==> src/rtl/uart_pkg.sv <==
// ============================================================================
// Module : uart_pkg
// Brief  : Shared types and constants for the UART transmitter/receiver pair.
// Rev    : 1.0  initial release
// ============================================================================
`default_nettype none

package uart_pkg;

  localparam int UART_DATA_BITS        = 8;
  localparam int UART_DEFAULT_BAUD_DIV = 868;

  typedef enum logic [2:0] {
    IDLE   = 3'd0,
    START  = 3'd1,
    DATA   = 3'd2,
    PARITY = 3'd3,
    STOP   = 3'd4
  } uart_state_e;

endpackage : uart_pkg

`default_nettype wire

==> src/rtl/uart_tx_fifo_buf.sv <==
// ============================================================================
// Module : uart_tx_fifo_buf
// Brief  : Synchronous FIFO with push/pop, full/empty and occupancy count.
// Rev    : 1.0  initial release
// ============================================================================
`default_nettype none

module uart_tx_fifo_buf
  import uart_pkg::*;
#(
  parameter int WIDTH = UART_DATA_BITS,
  parameter int DEPTH = 8,
  localparam int AW   = $clog2(DEPTH)
) (
  input  logic             clk_i,
  input  logic             srst_n_i,
  input  logic             push_i,
  input  logic [WIDTH-1:0] wdata_i,
  input  logic             pop_i,
  output logic [WIDTH-1:0] rdata_o,
  output logic             full_o,
  output logic             empty_o,
  output logic [AW:0]      count_o
);

  logic [WIDTH-1:0] mem_q [DEPTH];
  logic [WIDTH-1:0] mem_d [DEPTH];
  logic [AW-1:0]    wr_ptr_q, wr_ptr_d;
  logic [AW-1:0]    rd_ptr_q, rd_ptr_d;
  logic [AW:0]      count_q, count_d;
  logic             do_push, do_pop;

  assign full_o  = (count_q == (AW+1)'(DEPTH));
  assign empty_o = (count_q == '0);
  assign count_o = count_q;
  assign rdata_o = mem_q[rd_ptr_q];

  assign do_push = push_i && !full_o;
  assign do_pop  = pop_i && !empty_o;

  // Pointers are exactly AW bits wide, so wrap-around is free for power-of-two depths.
  always_comb begin
    mem_d    = mem_q;
    wr_ptr_d = wr_ptr_q + AW'(do_push);
    rd_ptr_d = rd_ptr_q + AW'(do_pop);
    count_d  = count_q + (AW+1)'(do_push) - (AW+1)'(do_pop);
    if (do_push) begin
      mem_d[wr_ptr_q] = wdata_i;
    end
  end

  always_ff @(posedge clk_i) begin
    if (!srst_n_i) begin
      wr_ptr_q <= '0;
      rd_ptr_q <= '0;
      count_q  <= '0;
    end else begin
      wr_ptr_q <= wr_ptr_d;
      rd_ptr_q <= rd_ptr_d;
      count_q  <= count_d;
    end
  end

  always_ff @(posedge clk_i) begin
    mem_q <= mem_d;
  end

endmodule : uart_tx_fifo_buf

`default_nettype wire

==> src/rtl/uart_tx_fifo.sv <==
// ============================================================================
// Module : uart_tx_fifo
// Brief  : Buffered 8N1 UART transmitter; optional even parity when the
//          macro UART_TX_PARITY_EN is defined.
// Rev    : 1.0  initial release
// ============================================================================
`default_nettype none

module uart_tx_fifo
  import uart_pkg::*;
#(
  parameter int BAUD_DIV   = UART_DEFAULT_BAUD_DIV,
  parameter int FIFO_DEPTH = 8,
  parameter int STOP_BITS  = 1
) (
  input  logic                          clk_i,
  input  logic                          srst_n_i,
  input  logic [UART_DATA_BITS-1:0]     data_i,
  input  logic                          valid_i,
  output logic                          ready_o,
  output logic                          tx_o,
  output logic                          busy_o,
  output logic [$clog2(FIFO_DEPTH):0]   fifo_count_o
);

  localparam logic [15:0] BAUD_LOAD = 16'(BAUD_DIV - 1);
  localparam logic [2:0]  LAST_STOP = 3'(STOP_BITS - 1);

  uart_state_e                state_q, state_d;
  logic [15:0]                baud_q, baud_d;
  logic [2:0]                 bit_cnt_q, bit_cnt_d;
  logic [UART_DATA_BITS-1:0]  sreg_q, sreg_d;
  logic                       tx_q, tx_d;
`ifdef UART_TX_PARITY_EN
  logic                       parity_q, parity_d;
`endif

  logic                       fifo_full, fifo_empty, fifo_push, fifo_pop;
  logic [UART_DATA_BITS-1:0]  fifo_rdata;
  logic                       baud_tick;

  assign fifo_push = valid_i && ready_o && srst_n_i;
  assign ready_o   = !fifo_full;
  assign busy_o    = (state_q != IDLE) || !fifo_empty;
  assign tx_o      = tx_q;
  assign baud_tick = (baud_q == 16'd0);

  uart_tx_fifo_buf #(
    .WIDTH (UART_DATA_BITS),
    .DEPTH (FIFO_DEPTH)
  ) u_buf (
    .clk_i    (clk_i),
    .srst_n_i (srst_n_i),
    .push_i   (fifo_push),
    .wdata_i  (data_i),
    .pop_i    (fifo_pop),
    .rdata_o  (fifo_rdata),
    .full_o   (fifo_full),
    .empty_o  (fifo_empty),
    .count_o  (fifo_count_o)
  );

  // tx_d reflects the current state; registering it gives a glitch-free line.
  always_comb begin
    state_d   = state_q;
    baud_d    = baud_tick ? baud_q : baud_q - 16'd1;
    bit_cnt_d = bit_cnt_q;
    sreg_d    = sreg_q;
    tx_d      = 1'b1;
    fifo_pop  = 1'b0;
`ifdef UART_TX_PARITY_EN
    parity_d  = parity_q;
`endif
    case (state_q)
      IDLE: begin
        baud_d = 16'd0;
        if (!fifo_empty) begin
          fifo_pop = 1'b1;
          sreg_d   = fifo_rdata;
`ifdef UART_TX_PARITY_EN
          parity_d = ^fifo_rdata;
`endif
          state_d  = START;
          baud_d   = BAUD_LOAD;
        end
      end
      START: begin
        tx_d = 1'b0;
        if (baud_tick) begin
          state_d   = DATA;
          baud_d    = BAUD_LOAD;
          bit_cnt_d = 3'd0;
        end
      end
      DATA: begin
        tx_d = sreg_q[0];
        if (baud_tick) begin
          sreg_d    = sreg_q >> 1;
          baud_d    = BAUD_LOAD;
          bit_cnt_d = bit_cnt_q + 3'd1;
          if (bit_cnt_q == 3'd7) begin
            bit_cnt_d = 3'd0;
`ifdef UART_TX_PARITY_EN
            state_d   = PARITY;
`else
            state_d   = STOP;
`endif
          end
        end
      end
`ifdef UART_TX_PARITY_EN
      PARITY: begin
        tx_d = parity_q;
        if (baud_tick) begin
          state_d   = STOP;
          baud_d    = BAUD_LOAD;
          bit_cnt_d = 3'd0;
        end
      end
`endif
      STOP: begin
        tx_d = 1'b1;
        if (baud_tick) begin
          baud_d    = BAUD_LOAD;
          bit_cnt_d = bit_cnt_q + 3'd1;
          if (bit_cnt_q == LAST_STOP) begin
            bit_cnt_d = 3'd0;
            // Refill on the last stop cycle so the next start bit follows with no gap.
            if (!fifo_empty) begin
              fifo_pop = 1'b1;
              sreg_d   = fifo_rdata;
`ifdef UART_TX_PARITY_EN
              parity_d = ^fifo_rdata;
`endif
              state_d  = START;
            end else begin
              state_d  = IDLE;
              baud_d   = 16'd0;
            end
          end
        end
      end
      default: begin
        state_d = IDLE;
        baud_d  = 16'd0;
      end
    endcase
  end

  always_ff @(posedge clk_i) begin
    if (!srst_n_i) begin
      state_q   <= IDLE;
      baud_q    <= 16'd0;
      bit_cnt_q <= 3'd0;
      sreg_q    <= '0;
      tx_q      <= 1'b1;
`ifdef UART_TX_PARITY_EN
      parity_q  <= 1'b0;
`endif
    end else begin
      state_q   <= state_d;
      baud_q    <= baud_d;
      bit_cnt_q <= bit_cnt_d;
      sreg_q    <= sreg_d;
      tx_q      <= tx_d;
`ifdef UART_TX_PARITY_EN
      parity_q  <= parity_d;
`endif
    end
  end

endmodule : uart_tx_fifo

`default_nettype wire
==> config.mk <==
export PLATFORM = sky130hd
export DESIGN_NAME = uart_tx_fifo
export DESIGN_NICKNAME = d
export VERILOG_FILES = /design/src/rtl/uart_pkg.sv /design/src/rtl/uart_tx_fifo_buf.sv /design/src/rtl/uart_tx_fifo.sv
export SDC_FILE = /design/constraint.sdc
export NUM_CORES = 1
export LEC_CHECK = 0
export ABC_CLOCK_PERIOD_IN_PS = 6300
export CORE_MARGIN = 2
export CORE_UTILIZATION = 65
export DETAILED_ROUTE_END_ITERATION = 12
export GPL_ROUTABILITY_DRIVEN = 0
export PLACE_DENSITY = 0.86
export REMOVE_ABC_BUFFERS = 1
export SYNTH_ARGS = -nofsm -noshare
export SYNTH_HDL_FRONTEND = slang
export SYNTH_SLANG_ARGS = --single-unit
export TNS_END_PERCENT = 100
==> constraint.sdc <==
create_clock -name clk_i -period 6.3 [get_ports clk_i]
set_input_delay 1.26 -clock clk_i [delete_from_list [all_inputs] [get_ports clk_i]]
set_output_delay 1.26 -clock clk_i [all_outputs]
set_load 0.01 [all_outputs]
==> reports/qor.csv, run 1 <==
stage,metric,value,unit
run_status,status,"finished, final reports clean",
routing,Routed Antenna Nets,0,
timing,final setup margin,2.762,ns
synth,Synth area leader,edfxtp_1,
synth,Yosys top cell area share,0.4135,
clock_network,# clock sinks,105,
synth,register area share after synthesis,0.5900,
clock_network,CTS buffer count,9,
pwr,total power,0.002132,W
pwr,Power Density,420.9,nW/µm²
timing,period utilization,0.5617,
routing,via count,2888,
synth,ranking of synthesized cells by area,"edfxtp_1 41%, dfxtp_1 18%, mux2i_1 6.5%",
timing,Worst-Margin Slew,1.051,ns
layout,Register Area,2744,µm²
layout,share of layout cells above drive strength 1,0.07455,
timing,unrepaired setup endpoints after global routing,false,
layout,Final Cell Area,5065,µm²
setup_path,CP Capture Type,register,
floorplan,Core ar.,6869,µm²
floorplan,I/O pin total,18,
setup_path,Critical Path Source,srst_n_i,
setup_path,worst endpoint required time,6.30,ns
routing,wire per inst,17.73,µm
floorplan,Die X,88.57,µm
global_route,initial antenna violation count,0,
floorplan,die area,7844,µm²
global_route,vias in the first global route,2799,
clock_network,CTS tree,built,
timing,Hold Fails Final Rpt,0,
layout,final non-filler cell total,485,
timing,Max Slew Vio Count,0,
layout,antenna diode count,0,
routing,vias per cell,5.955,
clock_network,hold buffer count at CTS,0,
global_route,largest net degree at the start of global routing,33,
place,IO Port Bufs,17,
timing,final setup fails,0,
layout,multi-input logic area,1762,µm²
synth,yosys warns,0,
layout,NumNets Final,411,
timing,setup TNS,0,ns
timing,Final Critical Period,3.539,ns
clock_network,depth of the CTS H-tree,3,
floorplan,die height,88.57,µm
place,placed cell area,4845,µm²
clock_network,Clock transition at path regs,0.12,ns
clock_network,clock buffer depth,2,
timing,Clock Skew,0.01717,ns
setup_path,startpoint types,primary input,
synth,"EDFF count, synth",64,
global_route,first-pass GRT wire length,13680,µm
routing,DR iter-0 viols,246,
floorplan,Starting Density,0.6767,
clock_network,Resized Gates After CTS,0,
synth,Syn Area/Cell,12.46,µm²
global_route,total track usage,0.2407,
place,Cells after DPL,469,
clock_network,Post-CTS Setup Bufs,0,
timing,Max Clock Freq,0.2826,GHz
synth,"Distinct cells, synth",57,
place,Post-Place Setup Slack,2.344,ns
timing,relative slew slack,0.2942,
pwr,P_leak,1.790,nW
floorplan,Rows,30,
setup_path,critical setup path kind,primary input to register,
layout,Fillers,460,
setup_path,worst-path maximum fanout,20,
hold_path,worst hold path type,register to register,
routing,final wirelength,8601,µm
clock_network,"Clk Latency, worst-skew pair",0.38,ns
layout,area delta synth->final,8.964,%
synth,synthesized area,4648,µm²
hold_path,hold_sp,bit_cnt_q[1],
synth,fraction of registers with async set/reset,0,
clock_network,clock root cell,clkbuf_8,
routing,DRT Pass-1 Iters,5,
flow_run,max cap viols,0,
place,Detail Placement HPWL,6035,µm
routing,Residual DRC,0,
synth,#FFs+latches synth,105,
global_route,GR Overflow Total,0,
pwr,Max VDD drop,410.4,µV
setup_path,CP arrival,3.54,ns
synth,Most used DFF post-synth,edfxtp_1,
synth,Mapped Cells,373,
setup_path,Worst R2R Start,baud_q[0],
-- Yosys cell counts, types with 4 or more instances --
cell type / instances
a22oi_1: 15
dfxtp_1: 41
buf_2: 7
a21oi_1: 14
nand2_1: 27
clkbuf_1: 6
o21ai_0: 4
nor2_1: 30
xor2_1: 6
and2_1: 8
ha_1: 15
edfxtp_1: 64
xnor2_1: 11
nor3_1: 4
o21bai_1: 8
nand2b_1: 7
o311a_1: 6
mux2i_1: 30
inv_1: 12
nand3b_1: 4
nand3_1: 9
-- state kept, by name (all words and copies together) (netlist names) --
signal / cells
baud_q: 16
u_buf.mem_q: 64
u_buf.rd_ptr_q: 3
u_buf.wr_ptr_q: 3
state_q: 3
bit_cnt_q: 3
sreg_q: 8
tx_o: 1
u_buf.count_o: 4
-- worst paths after layout --
check | slack [ns] | endpoint | depth (start not counted)
setup / recovery | 2.76 | u_buf.mem_q[52] | 4
hold / removal | 0.48 | bit_cnt_q[1] | 2
setup reg to reg | 3.24 | u_buf.count_o[1] | 11
hold reg to reg | 0.48 | bit_cnt_q[1] | 2
-- per-layer routing --
layer | up-vias | part of all wire | track usage | routed length, µm
li1 | 1392 | - | - | -
met1 | 1396 | 0.42 | 0.2955 | 3590
met2 | 85 | 0.51 | 0.4122 | 4351
met3 | 15 | 0.055 | 0.05970 | 472
met4 | 0 | 0.022 | 0.09366 | 186
met5 | - | 0 | 0 | 0
-- per-stage QoR --
step | util | hold WS (ns)
global placement | 0.7053 | 0.4583
detailed placement | 0.7053 | 0.4659
global route | 0.7373 | 0.5169
finish | 0.7373 | 0.4806
floorplan | - | 0.4412
CTS | 0.7373 | 0.4821
-- cell families after synthesis --
logic type | Yosys count | synth area share
buf+inv | 30 | 0.03095
mux | 31 | 0.06945
xor+xnor | 17 | 0.03203
fa+ha+maj | 16 | 0.04468
compound gates | 60 | 0.09395
simple gates | 114 | 0.1389
flops | 105 | 0.5900
-- placed cells by master (no fill, tap or decap), drive strengths merged, types with 2 or more instances in the layout --
cell type,count
ha,15
nor3,4
nor4,5
clkbuf,9
inv,15
a22oi,15
clkdlybuf4s50,17
or4,2
edfxtp,64
o311a,7
mux2i,30
nand3b,4
xor2,6
nand4,2
nand2,27
and3,2
o21ai,5
dfxtp,41
nand3,9
nor4b,2
nand2b,7
nor3b,2
o31ai,2
and4,2
clkinv,5
nor2b,3
a21oi,14
and2,9
nor2,30
xnor2,11
o21bai,8
-- power by group --
| part | total, W | leakage, nW | switching [W] | internal (W) |
|---|---|---|---|---|
| Combinational | 0.000767 | 0.766 | 0.000397 | 0.000370 |
| Sequential | 0.000935 | 0.915 | 0.000122 | 0.000813 |
| Clock | 0.000430 | 0.109 | 0.000265 | 0.000165 |
-- worst max-delay path: stages --
cell and delay, ns:
clkdlybuf4s50_1 0.90, and3_1 0.36, nand2_1 0.18, nor3_1 0.84
-- area by class of cell --
class                   instances  area share
repair buffers                 17     0.03360
clock buffers                   9     0.02446
well taps                      96     0.02372
clock inverters                 7     0.01902
inverters                      13    0.009634
flip-flops and latches        105      0.5417
multi-input cells             238      0.3478
(Power assumes the default switching activity.)
==> inputs of run 2 (changes only) <==
ABC_CLOCK_PERIOD_IN_PS = 3150   (was 6300)
CORE_UTILIZATION = 54   (was 65)
PLACE_DENSITY = 0.77   (was 0.86)
clock period = 3.15 ns   (was 6.3 ns; I/O delays follow)
==> run 2 against run 1 <==
Critical path depth up 1; global-route usage down 5.9 points; register-to-register slack worse by 2.7 ns; via count down 0.80%; clock power up 81%; sequential cell count unchanged; non-clock buffer count up 11; worst setup slack worse by 2.3 ns; worst hold slack worse by 0.00051 ns; combinational power up 110%; wire length down 6.2%.
==> reports/qor.csv, run 2 (synthesis gave the netlist of run 1 again) <==
stage,metric,value,unit
run_status,status,"finished, final reports clean",
setup_path,worst-path maximum fanout,4,
place,Detail Placement HPWL,5420,µm
setup_path,CP bufs+invs,2,
pwr,Net Sw Frac,0.3594,
routing,DRT Pass-1 Iters,5,
routing,DR iter-0 viols,125,
floorplan,Starting Density,0.5601,
layout,area delta synth->final,10.26,%
floorplan,die area,9366,µm²
routing,final wirelength,8068,µm
pwr,Power Density,817.0,nW/µm²
setup_path,CP peak stage delay,0.52,ns
clock_network,Clock transition at path regs,0.10,ns
timing,unrepaired setup endpoints after global routing,false,
clock_network,depth of the CTS H-tree,3,
layout,Biggest register,u_buf.mem_q,
timing,Fin Hold WS,0.4801,ns
setup_path,"delay-heaviest family, CP",buffers and inverters,
pwr,P_leak,1.832,nW
setup_path,startpoint types,register,
pwr,net switching power,0.001505,W
clock_network,clock root cell,clkbuf_8,
layout,NumNets Final,422,
pwr,logic gate share of total power,0.378,
floorplan,Core ar.,8299,µm²
clock_network,Resized Gates After CTS,0,
routing,Routed Antenna Nets,0,
routing,Residual DRC,0,
layout,Fillers,627,
timing,period utilization,0.8477,
routing,via count,2865,
clock_network,hold buffer count at CTS,0,
timing,setup TNS,0,ns
clock_network,# clock sinks,105,
layout,"most common cell after layout, fill and taps aside",edfxtp_1,
layout,max FFs per register,64,
clock_network,Post-CTS Setup Bufs,0,
layout,most frequent cells in the layout,"64 x edfxtp_1, 40 x dfxtp_1, 30 x nor2_1, 30 x mux2i_1, 27 x nand2_1",
routing,vias per cell,5.673,
clock_network,clock buffer depth,2,
global_route,initial antenna violation count,0,
global_route,GR Overflow Total,0,
place,Post-Place Setup Slack,0.5516,ns
layout,antenna diode count,0,
setup_path,critical setup path kind,register to output pin,
timing,Final Critical Period,2.670,ns
global_route,vias in the first global route,2785,
layout,final non-filler cell total,505,
floorplan,die height,96.78,µm
place,IO Port Bufs,17,
pwr,Max VDD drop,587.6,µV
timing,Clock Skew,0.01193,ns
pwr,Reg power frac,0.436,
routing,wire per inst,15.98,µm
global_route,first-pass GRT wire length,13520,µm
setup_path,worst endpoint required time,2.52,ns
setup_path,CP Capture Type,output pin,
global_route,global routing usage on met1,0.2441,
place,Cells after DPL,489,
timing,Hold Fails Final Rpt,0,
floorplan,Rows,33,
timing,final setup margin,0.4798,ns
setup_path,slowest CP cell,clkdlybuf4s50_1,
floorplan,I/O pin total,18,
hold_path,worst hold path type,register to register,
timing,Worst-Margin Slew,0.7827,ns
setup_path,CP arrival,2.04,ns
pwr,P_int,0.002682,W
global_route,M3 GR Usage,0.02673,
flow_run,max cap viols,0,
layout,share of layout cells above drive strength 1,0.09750,
timing,Max Clock Freq,0.3745,GHz
global_route,met2 usage,0.2954,
timing,final setup fails,0,
global_route,total track usage,0.1816,
global_route,largest net degree at the start of global routing,20,
clock_network,CTS buffer count,9,
timing,relative slew slack,0.4771,
setup_path,"Cell Chain, Critical Path",inv_1 -> ha_1 -> nor3b_1 -> nand3b_1 -> clkdlybuf4s50_1,
clock_network,"Clk Latency, worst-skew pair",0.37,ns
floorplan,Die X,96.78,µm
pwr,Clk network pwr share,0.186,
layout,biggest regs,"u_buf.mem_q: 64 flops, baud_q: 16 flops, sreg_q: 8 flops",
timing,Max Slew Vio Count,0,
clock_network,CTS tree,built,
global_route,GR peak layer,met2,
==> run 2: cell count changes in the layout (fill, tap and decap cells not counted), sizes merged <==
cell and change:
buf +11, clkinv -1, clkinvlp +1
==> run 2: worst paths after layout <==
check                                 startpoint               end  slack (ns)  cells after the start
worst min register to register      bit_cnt_q[0]      bit_cnt_q[0]        0.48                      2
worst max register to register         baud_q[0]  u_buf.count_o[3]        0.50                     13
worst min-delay path                bit_cnt_q[0]      bit_cnt_q[0]        0.48                      2
worst max-delay path            u_buf.count_o[2]            busy_o        0.48                      5
==> run 2: power by group through the flow <==
stage / clock network [W] / logic, W / registers [W]
global placement: 0 / 0.00151 / 0.00185
finish: 0.000780 / 0.00158 / 0.00183
CTS: 0.000787 / 0.00158 / 0.00183
detailed placement: 0 / 0.00156 / 0.00186
global route: 0.000835 / 0.00177 / 0.00185
floorplan: 0 / 0.00115 / 0.00185
==> run 2: tightest hold or removal path, stage by stage, from the launching register on <==
cell and delay [ns]:
dfxtp_1 0.34, nand2_1 0.06, a21oi_1 0.05
==> run 2: cell type report <==
class,count,area (µm²),share of cell area
clock buffer,9,123.9,0.02417
tap,105,131.4,0.02563
sequential,105,2744,0.5354
inverter,13,48.80,0.009521
clock inverter,7,62.56,0.01221
multi-input combinational,238,1762,0.3437
timing repair buffer,28,252.7,0.04932
==> run 2: per-layer routing <==
metal | vias up | wire [µm]
met2 | 57 | 3805
met5 | - | 0
met1 | 1378 | 3764
met4 | 0 | 184
li1 | 1413 | -
met3 | 17 | 313
==> run 2: stage by stage <==
stage	area [µm²]	utilization	power, W
3_3_place_gp	4938	0.5951	0.003359
3_5_place_dp	4938	0.5951	0.003422
6_report	5125	0.6175	0.004187
5_1_grt	5125	0.6175	0.004461
4_1_cts	5125	0.6175	0.004195
2_1_floorplan	4553	-	0.003006
